### src/rtl/mem_port_arbiter_pkg.sv
// Shared types and constants for the fetch/data memory port arbiter.
// The MemOp codes are the ones the core drives on its data port.
package mem_arb_pkg;

  typedef enum logic [1:0] {
    IDLE   = 2'd0,
    ACCESS = 2'd1,
    WAIT   = 2'd2,
    DONE   = 2'd3
  } state_t;

  typedef enum logic {
    GNT_IF = 1'b0,
    GNT_D  = 1'b1
  } grantee_t;

  localparam logic [2:0] MEMOP_LB  = 3'b000;
  localparam logic [2:0] MEMOP_LH  = 3'b001;
  localparam logic [2:0] MEMOP_LW  = 3'b010;
  localparam logic [2:0] MEMOP_LBU = 3'b100;
  localparam logic [2:0] MEMOP_LHU = 3'b101;

endpackage

### src/rtl/mem_port_arbiter_if.sv
// Bundle of the fetch port, data port and RAM port seen by the arbiter.
// The slave modport is the arbiter side; master is the surrounding system.
interface mem_port_arbiter_if #(
  parameter int ADDR_W = 32,
  parameter int DATA_W = 32
);

  logic              if_req;
  logic [ADDR_W-1:0] if_addr;
  logic              if_ack;
  logic [DATA_W-1:0] if_rdata;

  logic              d_req;
  logic              d_we;
  logic [ADDR_W-1:0] d_addr;
  logic [DATA_W-1:0] d_wdata;
  logic [2:0]        d_memop;
  logic              d_ack;
  logic [DATA_W-1:0] d_rdata;

  logic              mem_en;
  logic              mem_we;
  logic [ADDR_W-1:0] mem_addr;
  logic [DATA_W-1:0] mem_wdata;
  logic [2:0]        mem_memop;
  logic [DATA_W-1:0] mem_rdata;

  logic              busy;

  modport slave (
    input  if_req, if_addr, d_req, d_we, d_addr, d_wdata, d_memop, mem_rdata,
    output if_ack, if_rdata, d_ack, d_rdata,
    output mem_en, mem_we, mem_addr, mem_wdata, mem_memop, busy
  );

  modport master (
    output if_req, if_addr, d_req, d_we, d_addr, d_wdata, d_memop, mem_rdata,
    input  if_ack, if_rdata, d_ack, d_rdata,
    input  mem_en, mem_we, mem_addr, mem_wdata, mem_memop, busy
  );

endinterface

### src/rtl/mem_port_arbiter_rr_pick2.sv
// Combinational two-way round-robin picker: on contention the requester
// that did not win last time is chosen. grant[0] = a, grant[1] = b.
module rr_pick2 (
  input  logic       req_a,
  input  logic       req_b,
  input  logic       last,
  output logic [1:0] grant
);

  // last = 1 means b was granted most recently.
  always_comb begin
    grant = 2'b00;
    if (req_a && req_b) begin
      grant = last ? 2'b01 : 2'b10;
    end else if (req_a) begin
      grant = 2'b01;
    end else if (req_b) begin
      grant = 2'b10;
    end
  end

endmodule

### src/rtl/mem_port_arbiter.sv
// Shares one single-port synchronous RAM between the instruction-fetch and
// data ports, one latched transaction at a time, with alternating priority.
module mem_port_arbiter
  import mem_arb_pkg::*;
#(
  parameter int ADDR_W  = 32,
  parameter int DATA_W  = 32,
  parameter int MEM_LAT = 1
) (
  input logic               clock,
  input logic               reset,
  mem_port_arbiter_if.slave bus
);

  localparam logic [1:0] LAT_INIT = 2'(MEM_LAT - 1);

  state_t            state;
  state_t            state_nxt;
  grantee_t          gnt_q;
  grantee_t          last_grant;
  logic              we_q;
  logic [ADDR_W-1:0] addr_q;
  logic [DATA_W-1:0] wdata_q;
  logic [2:0]        memop_q;
  logic [1:0]        lat_cnt;
  logic [DATA_W-1:0] if_rdata_q;
  logic [DATA_W-1:0] d_rdata_q;
  logic [1:0]        pick;
  logic              grant_any;
  logic              grant_d;
  logic              rd_capture;

  rr_pick2 u_pick (
    .req_a (bus.if_req),
    .req_b (bus.d_req),
    .last  (last_grant == GNT_D),
    .grant (pick)
  );

  assign grant_any  = |pick;
  assign grant_d    = pick[1];
  assign rd_capture = (state == WAIT) && (lat_cnt == 2'd0);

  always_ff @(posedge clock) begin
    if (reset) begin
      state <= IDLE;
    end else begin
      state <= state_nxt;
    end
  end

  // Requests are only looked at in IDLE, so a req still high during DONE
  // cannot trigger a second grant.
  always_comb begin
    state_nxt = state;
    unique case (state)
      IDLE:    if (grant_any) state_nxt = ACCESS;
      ACCESS:  state_nxt = we_q ? DONE : WAIT;
      WAIT:    if (lat_cnt == 2'd0) state_nxt = DONE;
      DONE:    state_nxt = IDLE;
      default: state_nxt = IDLE;
    endcase
  end

  always_comb begin
    bus.mem_en = (state == ACCESS);
    bus.mem_we = (state == ACCESS) && we_q;
    bus.if_ack = (state == DONE) && (gnt_q == GNT_IF);
    bus.d_ack  = (state == DONE) && (gnt_q == GNT_D);
    bus.busy   = (state != IDLE);
  end

  // Transaction latch, latency counter and read-data capture.
  always_ff @(posedge clock) begin
    if (reset) begin
      gnt_q      <= GNT_IF;
      last_grant <= GNT_IF;
      we_q       <= 1'b0;
      addr_q     <= '0;
      wdata_q    <= '0;
      memop_q    <= 3'b000;
      lat_cnt    <= 2'd0;
      if_rdata_q <= '0;
      d_rdata_q  <= '0;
    end else begin
      if ((state == IDLE) && grant_any) begin
        if (grant_d) begin
          addr_q     <= bus.d_addr;
          wdata_q    <= bus.d_wdata;
          memop_q    <= bus.d_memop;
          we_q       <= bus.d_we;
          gnt_q      <= GNT_D;
          last_grant <= GNT_D;
        end else begin
          addr_q     <= bus.if_addr;
          memop_q    <= MEMOP_LW;
          we_q       <= 1'b0;
          gnt_q      <= GNT_IF;
          last_grant <= GNT_IF;
        end
      end
      if (state == ACCESS) begin
        lat_cnt <= LAT_INIT;
      end else if (state == WAIT) begin
        lat_cnt <= lat_cnt - 2'd1;
      end
      if (rd_capture) begin
        if (gnt_q == GNT_D) begin
          d_rdata_q <= bus.mem_rdata;
        end else begin
          if_rdata_q <= bus.mem_rdata;
        end
      end
    end
  end

  assign bus.mem_addr  = addr_q;
  assign bus.mem_wdata = wdata_q;
  assign bus.mem_memop = memop_q;
  assign bus.if_rdata  = if_rdata_q;
  assign bus.d_rdata   = d_rdata_q;

endmodule

### src/flat_wrapper.sv
// flat-port wrapper written by rule: the top's interface ports become plain ports
module mem_port_arbiter_flat import mem_arb_pkg::*;
#(
  parameter int ADDR_W  = 32,
  parameter int DATA_W  = 32,
  parameter int MEM_LAT = 1
)
  (clock, reset, bus_if_req, bus_if_addr, bus_d_req, bus_d_we, bus_d_addr, bus_d_wdata, bus_d_memop, bus_mem_rdata, bus_if_ack, bus_if_rdata, bus_d_ack, bus_d_rdata, bus_mem_en, bus_mem_we, bus_mem_addr, bus_mem_wdata, bus_mem_memop, bus_busy);
  mem_port_arbiter_if #(.ADDR_W(ADDR_W), .DATA_W(DATA_W)) bus_i ();
  input logic clock;
  input logic reset;
  input wire logic [$bits(bus_i.if_req)-1:0] bus_if_req;
  input wire logic [$bits(bus_i.if_addr)-1:0] bus_if_addr;
  input wire logic [$bits(bus_i.d_req)-1:0] bus_d_req;
  input wire logic [$bits(bus_i.d_we)-1:0] bus_d_we;
  input wire logic [$bits(bus_i.d_addr)-1:0] bus_d_addr;
  input wire logic [$bits(bus_i.d_wdata)-1:0] bus_d_wdata;
  input wire logic [$bits(bus_i.d_memop)-1:0] bus_d_memop;
  input wire logic [$bits(bus_i.mem_rdata)-1:0] bus_mem_rdata;
  output wire logic [$bits(bus_i.if_ack)-1:0] bus_if_ack;
  output wire logic [$bits(bus_i.if_rdata)-1:0] bus_if_rdata;
  output wire logic [$bits(bus_i.d_ack)-1:0] bus_d_ack;
  output wire logic [$bits(bus_i.d_rdata)-1:0] bus_d_rdata;
  output wire logic [$bits(bus_i.mem_en)-1:0] bus_mem_en;
  output wire logic [$bits(bus_i.mem_we)-1:0] bus_mem_we;
  output wire logic [$bits(bus_i.mem_addr)-1:0] bus_mem_addr;
  output wire logic [$bits(bus_i.mem_wdata)-1:0] bus_mem_wdata;
  output wire logic [$bits(bus_i.mem_memop)-1:0] bus_mem_memop;
  output wire logic [$bits(bus_i.busy)-1:0] bus_busy;
  assign bus_i.if_req = bus_if_req;
  assign bus_i.if_addr = bus_if_addr;
  assign bus_i.d_req = bus_d_req;
  assign bus_i.d_we = bus_d_we;
  assign bus_i.d_addr = bus_d_addr;
  assign bus_i.d_wdata = bus_d_wdata;
  assign bus_i.d_memop = bus_d_memop;
  assign bus_i.mem_rdata = bus_mem_rdata;
  assign bus_if_ack = bus_i.if_ack;
  assign bus_if_rdata = bus_i.if_rdata;
  assign bus_d_ack = bus_i.d_ack;
  assign bus_d_rdata = bus_i.d_rdata;
  assign bus_mem_en = bus_i.mem_en;
  assign bus_mem_we = bus_i.mem_we;
  assign bus_mem_addr = bus_i.mem_addr;
  assign bus_mem_wdata = bus_i.mem_wdata;
  assign bus_mem_memop = bus_i.mem_memop;
  assign bus_busy = bus_i.busy;
  mem_port_arbiter #(.ADDR_W(ADDR_W), .DATA_W(DATA_W), .MEM_LAT(MEM_LAT)) u_core (.clock(clock), .reset(reset), .bus(bus_i));
endmodule
### config.mk
export PLATFORM = sky130hd
export DESIGN_NAME = mem_port_arbiter_flat
export DESIGN_NICKNAME = d
export VERILOG_FILES = /design/src/rtl/mem_port_arbiter_pkg.sv /design/src/rtl/mem_port_arbiter_if.sv /design/src/rtl/mem_port_arbiter_rr_pick2.sv /design/src/rtl/mem_port_arbiter.sv /design/src/flat_wrapper.sv
export SDC_FILE = /design/constraint.sdc
export NUM_CORES = 1
export LEC_CHECK = 0
export ABC_AREA = 1
export ABC_CLOCK_PERIOD_IN_PS = 2600
export BUFFER_PORTS_ARGS = -buffer_cell sky130_fd_sc_hd__buf_2
export CORE_MARGIN = 2
export CORE_UTILIZATION = 51
export CTS_BUF_LIST = sky130_fd_sc_hd__clkbuf_4 sky130_fd_sc_hd__clkbuf_8
export DETAILED_ROUTE_END_ITERATION = 16
export PLACE_DENSITY = 0.84
export REMOVE_ABC_BUFFERS = 1
export SETUP_SLACK_MARGIN = 0.5
export SLEW_MARGIN = 40
export SYNTH_ARGS = -nofsm -noshare
export SYNTH_HDL_FRONTEND = slang
export SYNTH_SLANG_ARGS = --single-unit
### constraint.sdc
create_clock -name clock -period 2.6 [get_ports clock]
set_clock_uncertainty 0.15 [all_clocks]
set_input_delay 0.13 -clock clock [delete_from_list [all_inputs] [get_ports clock]]
set_output_delay 0.13 -clock clock [all_outputs]
set_load 0.02 [all_outputs]
==> reports/results.tsv <==
stage	metric	value	unit
critical_path	kind of start point of the critical path	flop	
timing	final setup violation count	0	
synth	instance count of the mapped netlist	737	
clock_network	clk buf depth	2	
cells_and_area	layout cell share with drive strength beyond 1	28.96	%
place	quantity of I/O buffers inserted on ports	271	
route	DRC violations left	0	
cells_and_area	area taken by multi-input logic gates	2341	µm²
route	detailed-routing iteration count for the pre-antenna-repair pass	8	
critical_path	Reg-to-Reg Start	u_core.last_grant$_SDFFE_PP0P_	
critical_path	cell type group with the largest total delay on the critical path	simple AND/OR/NAND/NOR gates	
status	run status	completed	
timing	final max-slew violation count	0	
global_route	GRT Residual Overflow	0	
critical_path	Critical Path Fanout Max	34	
synth	mean instance size in the synthesized netlist	7.533	µm²
critical_path	cell type of the slowest stage on the worst timing path	dlygate4sd3_1	
power	peak supply drop	951.7	µV
timing	TNS Setup	0	ns
timing	slew margin rel.	69.54	%
synth	count of distinct cell types in the synthesized netlist	26	
place	routability cong.	0.8248	
global_route	total global routing track utilization	34.71	%
cells_and_area	area overhead of the layout relative to synthesis	55.08	%
worst_hold_path	Hold Path Origin	bus_d_req	
clock_network	total clock buffers created by CTS	17	
timing	pin slew with the least headroom to its limit	0.4562	ns
clock_network	CTS root buffer	clkbuf_8	
critical_path	Critical Path End Type	flop	
power	leak pwr	4.302	nW
global_route	number of antenna violations at the first check in global routing	0	
clock_network	clock sinks	137	
clock_network	TritonCTS clock tree	done	
place	hpwl dp	10.63	mm
critical_path	delay of the slowest critical-path stage	0.56	ns
critical_path	worst reg-to-reg setup slack	0.55	ns
die	placeable core region	10750	µm²
power	power per standard cell area	964.6	nW/µm²
critical_path	category of the critical setup timing path	reg2reg	
route	via count	6827	
clock_network	clock transition at the register clock pins on the worst setup and hold paths after CTS	0.08	ns
worst_hold_path	endpoint of the worst hold path	u_core.state[1]$_SDFFE_PP0P_	
die	I/O pin count	272	
flow_run	number of maximum-capacitance constraint violations	0	
critical_path	data arrival at the endpoint of the critical path	2.23	ns
synth	Yosys Warn Count	0	
timing	final hold slack	0.1692	ns
route	wire length per cell	16.44	µm
critical_path	reg-to-reg endpoint	u_core.bus.mem_addr[19]$_SDFFE_PP0P_	
synth	Post-Synthesis Cell Area	5552	µm²
cells_and_area	Design Area, Final	8610	µm²
route	Post-DRT Antenna Nets	0	
critical_path	cell depth of the worst flop-to-flop path	7	
route	final WL	20.87	mm
timing	setup repair after global routing missed its margin	true	
timing	Final Hold Vio Count	0	
global_route	vias in the first global route	6818	
global_route	largest net degree at the start of global routing	54	
cells_and_area	Fillers	647	
route	vias per std cell	5.380	
timing	fraction of the cycle the final worst path needs	79.00	%
place	placed standard-cell area	6865	µm²
worst_hold_path	Worst Hold Path Cells	5	
synth	sequential share of the synthesized area	49.40	%
global_route	wire length of the first global-routing pass	31.91	mm
cells_and_area	net total in the final layout	1258	
critical_path	cells along the critical path	nand2_8 > nand2_8 > nand2_1 > nand2_1 > dlygate4sd3_1 > o21ai_1 > nor2_1	
synth	flip-flop and latch count after synthesis	137	
die	starting density of the core	51.67	%
cells_and_area	number of antenna cells inserted	0	
timing	Tmin final	2.054	ns
critical_path	worst path required time	2.78	ns
clock_network	maximum level of the CTS H-tree	4	
timing	fmax	486.8	MHz
die	die extent in y	108.3	µm
die	Die Footprint	11740	µm²
worst_hold_path	min-delay worst type	in2reg	
critical_path	buffers and inverters on the worst path	1	
route	Initial DRC Count	875	
die	horizontal die dimension	108.3	µm
clock_network	clock latency reported for the late side of the worst-skew pair	0.43	ns
cells_and_area	footprint of the flip-flops and latches	2746	µm²
die	number of standard-cell rows in the floorplan	38	
[power breakdown]
part	switching [mW]	internal (mW)
clock	0.871	0.797
sequential	0.339	2.71
combinational	2.39	1.20
total	3.60	4.71
[layout make-up]
class | instances | area share [%]
Multi-Input combinational cell | 500 | 27.19
Tap cell | 140 | 2.035
Inverter | 48 | 2.122
Clock buffer | 19 | 2.965
Timing Repair Buffer | 412 | 32.39
Clock inverter | 13 | 1.395
Sequential cell | 137 | 31.90
[synth_stat cells]
cell type / n / area, µm²
a211oi_1: 1 / 7.510
a21oi_1: 70 / 350.3
a21oi_2: 1 / 8.760
buf_2: 12 / 60.06
buf_4: 8 / 60.06
buf_6: 9 / 101.4
clkbuf_1: 25 / 93.84
dfxtp_1: 137 / 2743
ha_1: 6 / 75.07
inv_1: 44 / 165.2
inv_2: 3 / 11.26
inv_4: 1 / 6.260
nand2_1: 79 / 296.5
nand2_4: 1 / 11.26
nand2_8: 2 / 40.04
nand3_1: 34 / 170.2
nand3_2: 1 / 10.01
nand3_4: 1 / 17.52
nand4_1: 1 / 6.260
nor2_1: 168 / 630.6
nor2_2: 1 / 6.260
nor2_8: 1 / 20.02
o21ai_0: 96 / 480.5
o21ai_1: 33 / 165.2
or2_2: 1 / 6.260
xnor2_1: 1 / 8.760
[routing by layer]
layer / global-route usage, % / part of all wire, %
met1: 36.21 / 34
met3: 11.63 / 9.5
met2: 57.86 / 48
met5: 0 / 0
met4: 26.10 / 7.7
[registers in the layout, indices dropped and copies added, names as in the netlist]
signal,count
u_core.state,2
u_core.bus.mem_addr,32
u_core.bus.if_rdata,32
u_core.bus.mem_wdata,32
u_core.bus.d_rdata,32
u_core.we_q,1
u_core.lat_cnt,2
u_core.last_grant,1
u_core.bus.mem_memop,3
[worst reg2reg max path: cells and delay by family, from the launching register on]
kind / cells / cell delay, ns
AOI/OAI and AO/OA: 1 / 0.12
buffers and inverters: 1 / 0.56
DFF: 1 / 0.40
and+or+nand+nor: 5 / 0.73
[repair_timing]
action                                 4_1_cts  5_1_grt
endpoints found under the hold margin      135        0
setup endpoints to repair                    0       99
resized for setup                            0        4
buffers inserted                             0        0
hold buffers                               133        0
[placed cells by master (no fill, tap or decap), drive strengths merged]
cell type,synthesis,final
buf,29,279
nor2,170,171
dfxtp,137,137
dlygate4sd3,0,133
o21ai,129,129
nand2,82,83
a21oi,71,71
inv,48,51
nand3,36,36
clkbuf,25,19
ha,6,6
clkinvlp,0,6
clkinv,0,3
or2,1,1
xnor2,1,1
nand4,1,1
a211oi,1,1
bufinv,0,1
[worst max-delay path by stage]
| stage | start | endpoint | slack (ns) | cells after the start |
|---|---|---|---|---|
| floorplan | u_core.state[0]$_SDFFE_PP0P_ | u_core.bus.mem_memop[1]$_SDFFE_PP0P_ | -0.003 | 7 |
| global placement | u_core.last_grant$_SDFFE_PP0P_ | u_core.bus.mem_memop[1]$_SDFFE_PP0P_ | 0.59 | 6 |
| detailed placement | u_core.state[0]$_SDFFE_PP0P_ | u_core.bus.d_rdata[24]$_SDFFE_PP0P_ | 0.54 | 6 |
| CTS | u_core.last_grant$_SDFFE_PP0P_ | u_core.bus.mem_addr[9]$_SDFFE_PP0P_ | 0.52 | 7 |
| global route | u_core.last_grant$_SDFFE_PP0P_ | u_core.bus.mem_addr[7]$_SDFFE_PP0P_ | 0.48 | 7 |
| finish | u_core.last_grant$_SDFFE_PP0P_ | u_core.bus.mem_addr[19]$_SDFFE_PP0P_ | 0.55 | 7 |
[cells by family after synthesis]
logic type	synth area share [%]
simple gates	21.88
compound gates	18.23
flops	49.40
buf+inv	8.970
fa+ha+maj	1.352
xor+xnor	0.1578
[per-stage QoR]
stage | util (%) | total power, mW | std cells | worst slack [ns]
2_1_floorplan | - | 5.072 | 683 | -0.003105
3_3_place_gp | 63.89 | 6.164 | 1102 | 0.5893
3_5_place_dp | 63.89 | 6.236 | 1102 | 0.5438
4_1_cts | 79.77 | 8.077 | 1267 | 0.5238
5_1_grt | 80.12 | 8.769 | 1269 | 0.4827
6_report | 80.12 | 8.305 | 1269 | 0.5459
Note: power is estimated with default switching activity, not from simulation.
